File: config.mk
export PLATFORM = sky130hd
export DESIGN_NAME = mips_fetch_stage
export DESIGN_NICKNAME = d
export VERILOG_FILES = /design/src/rtl/mips_fetch_stage.sv
export SDC_FILE = /design/constraint.sdc
export NUM_CORES = 1
export LEC_CHECK = 0
export ABC_AREA = 1
export CAP_MARGIN = 20
export CORE_UTILIZATION = 58
export CTS_BUF_LIST = sky130_fd_sc_hd__clkbuf_8
export DETAILED_ROUTE_END_ITERATION = 8
export GPL_ROUTABILITY_DRIVEN = 0
export PLACE_DENSITY = 0.85
export RECOVER_POWER = 100
export SYNTH_ARGS = -nofsm -noshare
export SYNTH_HDL_FRONTEND = slang
export SYNTH_SLANG_ARGS = --single-unit
File: constraint.sdc
create_clock -name clock -period 14.1 [get_ports clock]
set_input_delay 2.115 -clock clock [delete_from_list [all_inputs] [get_ports clock]]
set_output_delay 2.115 -clock clock [all_outputs]
set_load 0.02 [all_outputs]
File: src/rtl/mips_fetch_stage.sv
// Instruction-fetch stage: issues word fetches under a credit limit, queues in-order
// responses and drives the IF/ID latch; a redirect flushes the queue and drops stale returns.
module mips_fetch_stage #(
    parameter logic [31:0] RESET_PC = 32'h0000_0000,
    parameter int unsigned QDEPTH   = 4
) (
    input  logic        clock,
    input  logic        reset,
    input  logic        stall,
    input  logic        redirect,
    input  logic [31:0] redirect_pc,
    output logic        imem_req,
    output logic [31:0] imem_addr,
    input  logic        imem_ready,
    input  logic        imem_rsp_valid,
    input  logic [31:0] imem_rsp_data,
    output logic        ifid_valid,
    output logic [31:0] ifid_ir,
    output logic [31:0] ifid_pc4
);
    localparam int unsigned PW = $clog2(QDEPTH);
    localparam int unsigned CW = PW + 1;
    localparam logic [CW:0]   CREDIT_LIMIT = (CW + 1)'(QDEPTH);
    localparam logic [CW-1:0] CNT_ZERO     = {CW{1'b0}};
    localparam logic [CW-1:0] CNT_ONE      = CW'(1'b1);
    localparam logic [PW-1:0] PTR_ZERO     = {PW{1'b0}};
    localparam logic [PW-1:0] PTR_ONE      = PW'(1'b1);

    function automatic logic [31:0] word_align(input logic [31:0] pc);
        return {pc[31:2], 2'b00};
    endfunction

    logic [31:0]   fetch_pc_q, fetch_pc_d;
    logic [31:0]   rsp_pc_q, rsp_pc_d;
    logic [CW-1:0] outstanding_q, outstanding_d;
    logic [CW-1:0] drop_q, drop_d;
    logic [CW-1:0] count_q, count_d;
    logic [PW-1:0] head_q, head_d;
    logic [PW-1:0] tail_q, tail_d;
    logic [31:0]   q_ir_q  [QDEPTH];
    logic [31:0]   q_pc4_q [QDEPTH];
    logic          ifid_valid_q, ifid_valid_d;
    logic [31:0]   ifid_ir_q, ifid_ir_d;
    logic [31:0]   ifid_pc4_q, ifid_pc4_d;

    logic [CW:0]   credits_s;
    logic          req_s;
    logic          hs_s;
    logic          rsp_ok_s;
    logic          push_s;
    logic          load_s;
    logic          pop_s;
    logic [31:0]   target_s;
    logic [1:0]    unused_rpc_lsb_s;

    assign unused_rpc_lsb_s = redirect_pc[1:0];

    // Handshake qualifiers; a queue entry being popped still holds its credit this cycle.
    always_comb begin
        credits_s = {1'b0, outstanding_q} + {1'b0, count_q};
        req_s     = !reset && (credits_s < CREDIT_LIMIT);
        hs_s      = req_s && imem_ready;
        rsp_ok_s  = imem_rsp_valid && (outstanding_q != CNT_ZERO);
        push_s    = rsp_ok_s && (drop_q == CNT_ZERO) && !redirect;
        load_s    = !stall || !ifid_valid_q;
        pop_s     = load_s && (count_q != CNT_ZERO) && !redirect;
        target_s  = word_align(redirect_pc);
    end

    // Fetch PC, in-flight count and the number of stale responses still to discard.
    always_comb begin
        fetch_pc_d    = fetch_pc_q;
        drop_d        = drop_q;
        outstanding_d = outstanding_q + CW'(hs_s) - CW'(rsp_ok_s);
        if (redirect) begin
            fetch_pc_d = target_s;
            // Everything still in flight after this cycle, including a fetch accepted now, is stale.
            drop_d     = outstanding_d;
        end else begin
            if (hs_s) begin
                fetch_pc_d = fetch_pc_q + 32'd4;
            end else begin
                fetch_pc_d = fetch_pc_q;
            end
            if (rsp_ok_s && (drop_q != CNT_ZERO)) begin
                drop_d = drop_q - CNT_ONE;
            end else begin
                drop_d = drop_q;
            end
        end
    end

    // Response queue pointers; rsp_pc tracks the fetch address of the next kept response.
    always_comb begin
        head_d   = head_q;
        tail_d   = tail_q;
        count_d  = count_q;
        rsp_pc_d = rsp_pc_q;
        if (redirect) begin
            head_d   = PTR_ZERO;
            tail_d   = PTR_ZERO;
            count_d  = CNT_ZERO;
            rsp_pc_d = target_s;
        end else begin
            if (push_s) begin
                tail_d   = tail_q + PTR_ONE;
                rsp_pc_d = rsp_pc_q + 32'd4;
            end else begin
                tail_d   = tail_q;
                rsp_pc_d = rsp_pc_q;
            end
            if (pop_s) begin
                head_d = head_q + PTR_ONE;
            end else begin
                head_d = head_q;
            end
            count_d = count_q + CW'(push_s) - CW'(pop_s);
        end
    end

    // IF/ID latch: load from the queue head when ID can accept, clear on redirect.
    always_comb begin
        ifid_valid_d = ifid_valid_q;
        ifid_ir_d    = ifid_ir_q;
        ifid_pc4_d   = ifid_pc4_q;
        if (redirect) begin
            ifid_valid_d = 1'b0;
        end else if (load_s) begin
            ifid_valid_d = (count_q != CNT_ZERO);
            if (pop_s) begin
                ifid_ir_d  = q_ir_q[head_q];
                ifid_pc4_d = q_pc4_q[head_q];
            end else begin
                ifid_ir_d  = ifid_ir_q;
                ifid_pc4_d = ifid_pc4_q;
            end
        end else begin
            ifid_valid_d = ifid_valid_q;
        end
    end

    // State registers with synchronous reset.
    always_ff @(posedge clock) begin
        if (reset) begin
            fetch_pc_q    <= RESET_PC;
            rsp_pc_q      <= RESET_PC;
            outstanding_q <= CNT_ZERO;
            drop_q        <= CNT_ZERO;
            count_q       <= CNT_ZERO;
            head_q        <= PTR_ZERO;
            tail_q        <= PTR_ZERO;
            ifid_valid_q  <= 1'b0;
            ifid_ir_q     <= 32'h0000_0000;
            ifid_pc4_q    <= 32'h0000_0000;
        end else begin
            fetch_pc_q    <= fetch_pc_d;
            rsp_pc_q      <= rsp_pc_d;
            outstanding_q <= outstanding_d;
            drop_q        <= drop_d;
            count_q       <= count_d;
            head_q        <= head_d;
            tail_q        <= tail_d;
            ifid_valid_q  <= ifid_valid_d;
            ifid_ir_q     <= ifid_ir_d;
            ifid_pc4_q    <= ifid_pc4_d;
        end
    end

    // Queue storage; contents are only meaningful between tail and head, so no reset.
    always_ff @(posedge clock) begin
        if (!reset && push_s) begin
            q_ir_q[tail_q]  <= imem_rsp_data;
            q_pc4_q[tail_q] <= rsp_pc_q + 32'd4;
        end else begin
            q_ir_q[tail_q]  <= q_ir_q[tail_q];
            q_pc4_q[tail_q] <= q_pc4_q[tail_q];
        end
    end

    assign imem_req   = req_s;
    assign imem_addr  = fetch_pc_q;
    assign ifid_valid = ifid_valid_q;
    assign ifid_ir    = ifid_ir_q;
    assign ifid_pc4   = ifid_pc4_q;

endmodule

==> results.yml, run 1 <==
worst_setup_path:
  r2r_end: "ifid_ir[27]$_SDFFE_PP0P_"
  cp_num_buf_inv: 3
  worst_setup_path_end_kind: "register"
  max_stage_delay_ps: 2450
  cp_max_fo: 82
  worstReg2RegStart: "count_q[1]$_SDFF_PP0_"
  crit_family: "buffers and inverters"
  worstPathArrival_ps: 8990
  worst_r2r_path_depth: 7
  crit_required_ps: 14590
  cp_cell_sequence: "dlygate4sd3_1, clkbuf_1, nor2_1, clkbuf_1, o21ai_0, a31oi_1"
  critPathLaunchType: "input port"
  cp_common_cell: "clkbuf_1"
  criticalPathCategory: "input port to register"
  critPathSlowestCell: "clkbuf_1"
  regToRegSetupSlack_ps: 8210
logic_synthesis:
  postSynth.asyncResetShare: 0
  synth_top_area_frac: 0.4525
  seq_area_frac_synth: 0.6180
  yosys.area.top_type: "edfxtp_1"
  ys_ff_latch: 384
  ys_top_cells_by_area: "edfxtp_1, dfxtp_1, nor2_1"
  ys_types: 40
  syn_avg_cell_area_sq_um: 9.568
  synth_edf_count: 248
  syn_area_sq_um: 16460
  ys_warn_count: 0
  synthCells: 1720
  synth-main-ff-cell: "edfxtp_1"
cells_and_area:
  instances_no_fill: 2302
  postLayoutCoreUtil: 0.6954
  fin_nets: 1957
  area_delta_synth_final_pct: 17.72
  drive_gt1_frac: 0.06504
sta:
  min_period_ps: 8499
  clock.fmax_mhz: 117.7
  tns_ps: 0
  fin_skew_ps: 38.32
  hold_violations: 0
  setup_violations: 0
  relSlewSlack: -1.728
  period_share: 0.6028
  tightest_slew_ps: 4092
  whs_ps: 516.8
  rsz0062_at_grt: "false"
  drv_slew: 479
grt:
  grt_antenna_before_repair: 2
  grt_max_degree: 125
  grt_pass1_wl_um: 62530
  grt_pass1_vias: 12604
  track_usage: 0.2751
  grt_remaining_overflow: 0
cts:
  clock_latency_ps: 610
  post-cts-setup-buffers: 0
  cts_made_buffers: 59
  ctsLongestPathBuffers: 3
  clk_pin_slew_ps: 60
  htree_levels: 2
  cts-resized-gates: 0
  cts_sinks: 384
  root_buffer: "clkbuf_8"
  hold_buffers: 0
  cts_tree: "done"
routing:
  detailroute.via_count: 12843
  vias_per_cell: 5.579
  dr.pass1.iters: 6
  antenna_left: 0
  wl_um: 40120
  wl_per_cell_um: 17.43
  drcViolationCount: 0
  drt_iter0_drc: 1160
min_path:
  hold_start: "drop_q[1]$_SDFFE_PP0P_"
  min_to: "drop_q[1]$_SDFFE_PP0P_"
  holdPathStages: 2
  hold_class: "register to register"
die:
  dieArea_sq_um: 29050
  initial_core_util: 0.5907
  dieWidth_um: 170.4
  rows: 61
  core_sq_um: 27860
  die_h_um: 170.4
  boundaryPins: 168
place:
  hpwlAfterDp_um: 23530
  portBuffers: 161
  dpl.cell_count: 2187
power_and_ir_drop:
  p_per_area_nw_per_um2: 132.0
  peakVddDrop_mv: 0.06314
  leakagePower_nw: 7.442
status:
  violations: "max-capacitance violations, max-slew violations"
  status: "complete, but fails checks"
run:
  drv_cap: 8
-- synth_stat cells (5+ instances only) --
library cell	count
a21oi_1	50
a31oi_1	73
buf_1	12
buf_2	26
buf_4	8
clkbuf_1	39
dfxtp_1	136
edfxtp_1	248
ha_1	14
inv_1	107
inv_2	8
nand2_1	272
nand2_2	9
nand3_1	51
nand4_1	6
nor2_1	348
nor2_2	17
nor2_4	8
o21ai_0	223
o21ai_1	7
xnor2_1	5
xor2_1	19
-- registers in the layout, summed over array words and instances (netlist names) --
signal,cells
rsp_pc_q,30
drop_q,3
ifid_pc4,30
tail_q,2
ifid_valid,1
head_q,2
q_ir_q,128
q_pc4_q,120
imem_addr,30
count_q,3
outstanding_q,3
ifid_ir,32
-- power by group --
part           switching [mW]  internal (mW)  total [mW]
Clock                   0.430          0.505       0.935
Sequential             0.0430           1.26        1.30
Combinational           0.205          0.113       0.318
Total                   0.677           1.88        2.56
-- cells in the final DEF, fill, tap and decap left out, drive strengths merged --
cell type / netlist / final
xnor2: 5 / 5
nor2: 375 / 375
nand3: 51 / 51
clkbuf: 40 / 80
diode: 0 / 2
a21boi: 2 / 2
a21oi: 51 / 51
edfxtp: 248 / 248
o21bai: 1 / 1
buf: 46 / 6
nor3b: 1 / 1
nand3b: 4 / 4
nand2: 283 / 283
inv: 115 / 142
ha: 14 / 14
o21ai: 230 / 230
nand4: 9 / 9
clkdlybuf4s50: 0 / 33
fa: 2 / 2
xor2: 23 / 23
and3: 1 / 1
dlygate4sd3: 0 / 127
clkinv: 0 / 10
or2: 1 / 1
bufinv: 0 / 2
and2: 3 / 3
a31oi: 73 / 73
dfxtp: 136 / 136
nor3: 4 / 4
o22ai: 1 / 1
conb: 1 / 4
-- how the worst max path moves through the flow --
stage                         from                        to  slack (ps)  cells after the start
after CTS                    reset                  imem_req        8240                      4
after global routing      redirect  ifid_ir[13]$_SDFFE_PP0P_        4980                      6
after global placement       reset                  imem_req        8240                      4
after detailed placement     reset                  imem_req        8240                      4
final                     redirect  ifid_ir[27]$_SDFFE_PP0P_        5600                      6
after floorplan           redirect    q_ir_q[0][0]$_DFFE_PP_        8140                      6
-- worst register-to-register path, cell delays in order, from the launching register on --
cell and delay, ps:
dfxtp_1 380, inv_2 70, nand2_1 70, nand2_1 60
nor2_1 2070, clkbuf_1 2470, o21ai_0 380, a31oi_1 300
-- final cells by class --
class | instances | area (sq um)
multi-input combinational | 1138 | 5366
fill | 1961 | 8484
clock buffer | 73 | 1005
clock inverter | 39 | 225.2
timing repair buffer | 173 | 1693
inverter | 115 | 431.7
sequential | 384 | 10170
antenna | 2 | 5.005
tap | 378 | 473.0
-- metrics by stage --
step | cell area [sq um] | worst slack [ps] | power (mW)
floorplan | 16470 | 8142 | 1.521
global placement | 18280 | 8236 | 1.636
detailed placement | 18280 | 8237 | 1.653
CTS | 19510 | 8239 | 2.577
global route | 19370 | 4975 | 2.661
finish | 19370 | 5601 | 2.557
-- cell families (layout without fill, tap and decap cells) --
group	after synthesis	count (layout)	share of synthesized area
simple gates	732	732	0.1871
flops	384	384	0.6180
compound gates	358	358	0.1152
buf+inv	201	400	0.04972
xor+xnor	28	28	0.01673
fa+ha+maj	16	16	0.01308
other cells	1	6	0.0002279
-- layer usage --
metal | vias to the layer above | global-route usage | part of all wire
met5 | - | 0 | 0
met4 | 0 | 0.1038 | 0.025
met3 | 85 | 0.05047 | 0.082
met2 | 606 | 0.4727 | 0.49
met1 | 6042 | 0.3458 | 0.41
li1 | 6110 | - | -
Note: power is estimated with default switching activity, not from simulation.
==> run 2, diff against run 1 <==
--- a/config.mk
+++ b/config.mk
@@ -7,11 +7,11 @@
 export LEC_CHECK = 0
 export ABC_AREA = 1
 export CAP_MARGIN = 20
-export CORE_UTILIZATION = 58
+export CORE_UTILIZATION = 53
 export CTS_BUF_LIST = sky130_fd_sc_hd__clkbuf_8
 export DETAILED_ROUTE_END_ITERATION = 8
 export GPL_ROUTABILITY_DRIVEN = 0
-export PLACE_DENSITY = 0.85
+export PLACE_DENSITY = 0.82
 export RECOVER_POWER = 100
 export SYNTH_ARGS = -nofsm -noshare
 export SYNTH_HDL_FRONTEND = slang
==> constraint.sdc (replaced) <==
create_clock -name clock -period 7.4 [get_ports clock]
set_input_delay 1.11 -clock clock [delete_from_list [all_inputs] [get_ports clock]]
set_output_delay 1.11 -clock clock [all_outputs]
set_load 0.02 [all_outputs]
==> results.yml, run 2 (same netlist as run 1, synthesis figures left out) <==
worst_setup_path:
  crit_path_end: "imem_addr[11]$_SDFFE_PP0P_"
  cp_num_buf_inv: 4
  crit_family: "buffers and inverters"
  critPathSlowestCell: "clkbuf_1"
  r2r_end: "count_q[2]$_SDFF_PP0_"
  criticalPathCategory: "input port to register"
  worst_setup_path_end_kind: "register"
  regToRegSetupSlack_ps: 3570
  path_depth: 7
  crit_path_start: "redirect"
  worst_r2r_path_depth: 11
  crit_required_ps: 7770
  critPathLaunchType: "input port"
  worstReg2RegStart: "drop_q[0]$_SDFFE_PP0P_"
  cp_common_cell: "inv_1"
  worstPathArrival_ps: 5920
  max_stage_delay_ps: 1410
  cp_max_fo: 42
  cp_cell_sequence: "dlygate4sd3_1, clkbuf_1, inv_1, nand2_1, inv_1, a21boi_0, a21oi_1"
cts:
  clock_latency_ps: 600
  post-cts-setup-buffers: 0
  htree_levels: 2
  cts-resized-gates: 0
  cts_sinks: 384
  ctsLongestPathBuffers: 3
  cts_tree: "done"
  root_buffer: "clkbuf_8"
  hold_buffers: 0
  cts_made_buffers: 58
  clk_pin_slew_ps: 70
sta:
  tns_ps: 0
  period_share: 0.7509
  fin_skew_ps: 19.66
  hold_violations: 0
  rsz0062_at_grt: "false"
  drv_slew: 146
  whs_ps: 523.5
  clock.fmax_mhz: 180.0
  tightest_slew_ps: 2590
  min_period_ps: 5557
  relSlewSlack: -0.7266
  setup_violations: 0
routing:
  wl_um: 39260
  drcViolationCount: 0
  detailroute.via_count: 12765
  dr.pass1.iters: 5
  drt_iter0_drc: 1006
  vias_per_cell: 5.505
  antenna_left: 0
  wl_per_cell_um: 16.93
status:
  violations: "max-capacitance violations, max-slew violations"
  status: "complete, but fails checks"
grt:
  grt_pass1_wl_um: 61220
  grt_antenna_before_repair: 1
  grt_remaining_overflow: 0
  track_usage: 0.2455
  grt_max_degree: 125
  grt_pass1_vias: 12264
cells_and_area:
  largest_reg_flops: 128
  drive_gt1_frac: 0.06812
  fin_nets: 1959
  diodes: 0
  ff_latch_area_sq_um: 10170
  multi_input_area_sq_um: 5359
  layout_commonest_cell: "nor2_1"
  area_delta_synth_final_pct: 17.87
  most-common-layout-cells: "nor2_1, nand2_1, edfxtp_1"
  fillers: 2383
  regMostFlops: "q_ir_q"
die:
  dieArea_sq_um: 31760
  core_sq_um: 30590
  dieWidth_um: 178.2
  boundaryPins: 168
  initial_core_util: 0.5380
  rows: 64
  die_h_um: 178.2
place:
  portBuffers: 161
  hpwlAfterDp_um: 24250
power_and_ir_drop:
  p_per_area_nw_per_um2: 249.1
  finalPower_mw: 4.833
  peakVddDrop_mv: 0.1507
  leakagePower_nw: 7.421
min_path:
  hold_class: "register to register"
run:
  drv_cap: 3
-- run 2: worst reg2reg max path, delay by kind of cell, from the launching register on --
family                   cells  cell delay [ps]
adder cells (fa/ha/maj)      4             1190
AO/OA/AOI/OAI                2              270
flip-flops                   1              320
buffers and inverters        3              530
AND/OR/NAND/NOR              2             1400
-- run 2: worst min path at each step --
stage / startpoint / end / depth (start not counted)
after global placement: drop_q[1]$_SDFFE_PP0P_ / drop_q[1]$_SDFFE_PP0P_ / 2
final: rsp_pc_q[5]$_SDFFE_PP0P_ / rsp_pc_q[5]$_SDFFE_PP0P_ / 2
after floorplan: drop_q[1]$_SDFFE_PP0P_ / drop_q[1]$_SDFFE_PP0P_ / 2
after global routing: ifid_pc4[13]$_SDFFE_PP0P_ / ifid_pc4[13]$_SDFFE_PP0P_ / 2
after CTS: rsp_pc_q[5]$_SDFFE_PP0P_ / rsp_pc_q[5]$_SDFFE_PP0P_ / 2
after detailed placement: rsp_pc_q[5]$_SDFFE_PP0P_ / rsp_pc_q[5]$_SDFFE_PP0P_ / 2
-- run 2: layout make-up --
cell class / count / area share
Inverter: 115 / 0.02225
Multi-Input combinational cell: 1138 / 0.2763
Tap cell: 396 / 0.02554
Clock buffer: 62 / 0.04399
Clock inverter: 48 / 0.01690
Sequential cell: 384 / 0.5245
Timing Repair Buffer: 176 / 0.09050
-- run 2: through the flow --
step / worst slack, ps / instances / area [sq um] / util
after floorplan: 2447 / 1723 / 16470 / -
after global placement: 2620 / 2205 / 18300 / 0.5983
after detailed placement: 2561 / 2206 / 18320 / 0.5989
after CTS: 3167 / 2316 / 19500 / 0.6376
after global routing: 1559 / 2319 / 19400 / 0.6341
final: 1843 / 2319 / 19400 / 0.6341
-- run 2: where the power goes --
| part | internal, mW | switching (mW) | leakage (nW) | total, mW |
|---|---|---|---|---|
| Combinational | 0.217 | 0.388 | 3.38 | 0.605 |
| Sequential | 2.40 | 0.0796 | 3.36 | 2.48 |
| Clock | 0.925 | 0.825 | 0.674 | 1.75 |
-- run 2: routing by layer --
metal / part of all wire / vias to the layer above / track usage
li1: - / 6130 / -
met1: 0.41 / 6017 / 0.3193
met2: 0.48 / 548 / 0.4220
met3: 0.082 / 68 / 0.03879
met4: 0.022 / 2 / 0.07486
met5: 0.00033 / - / 0
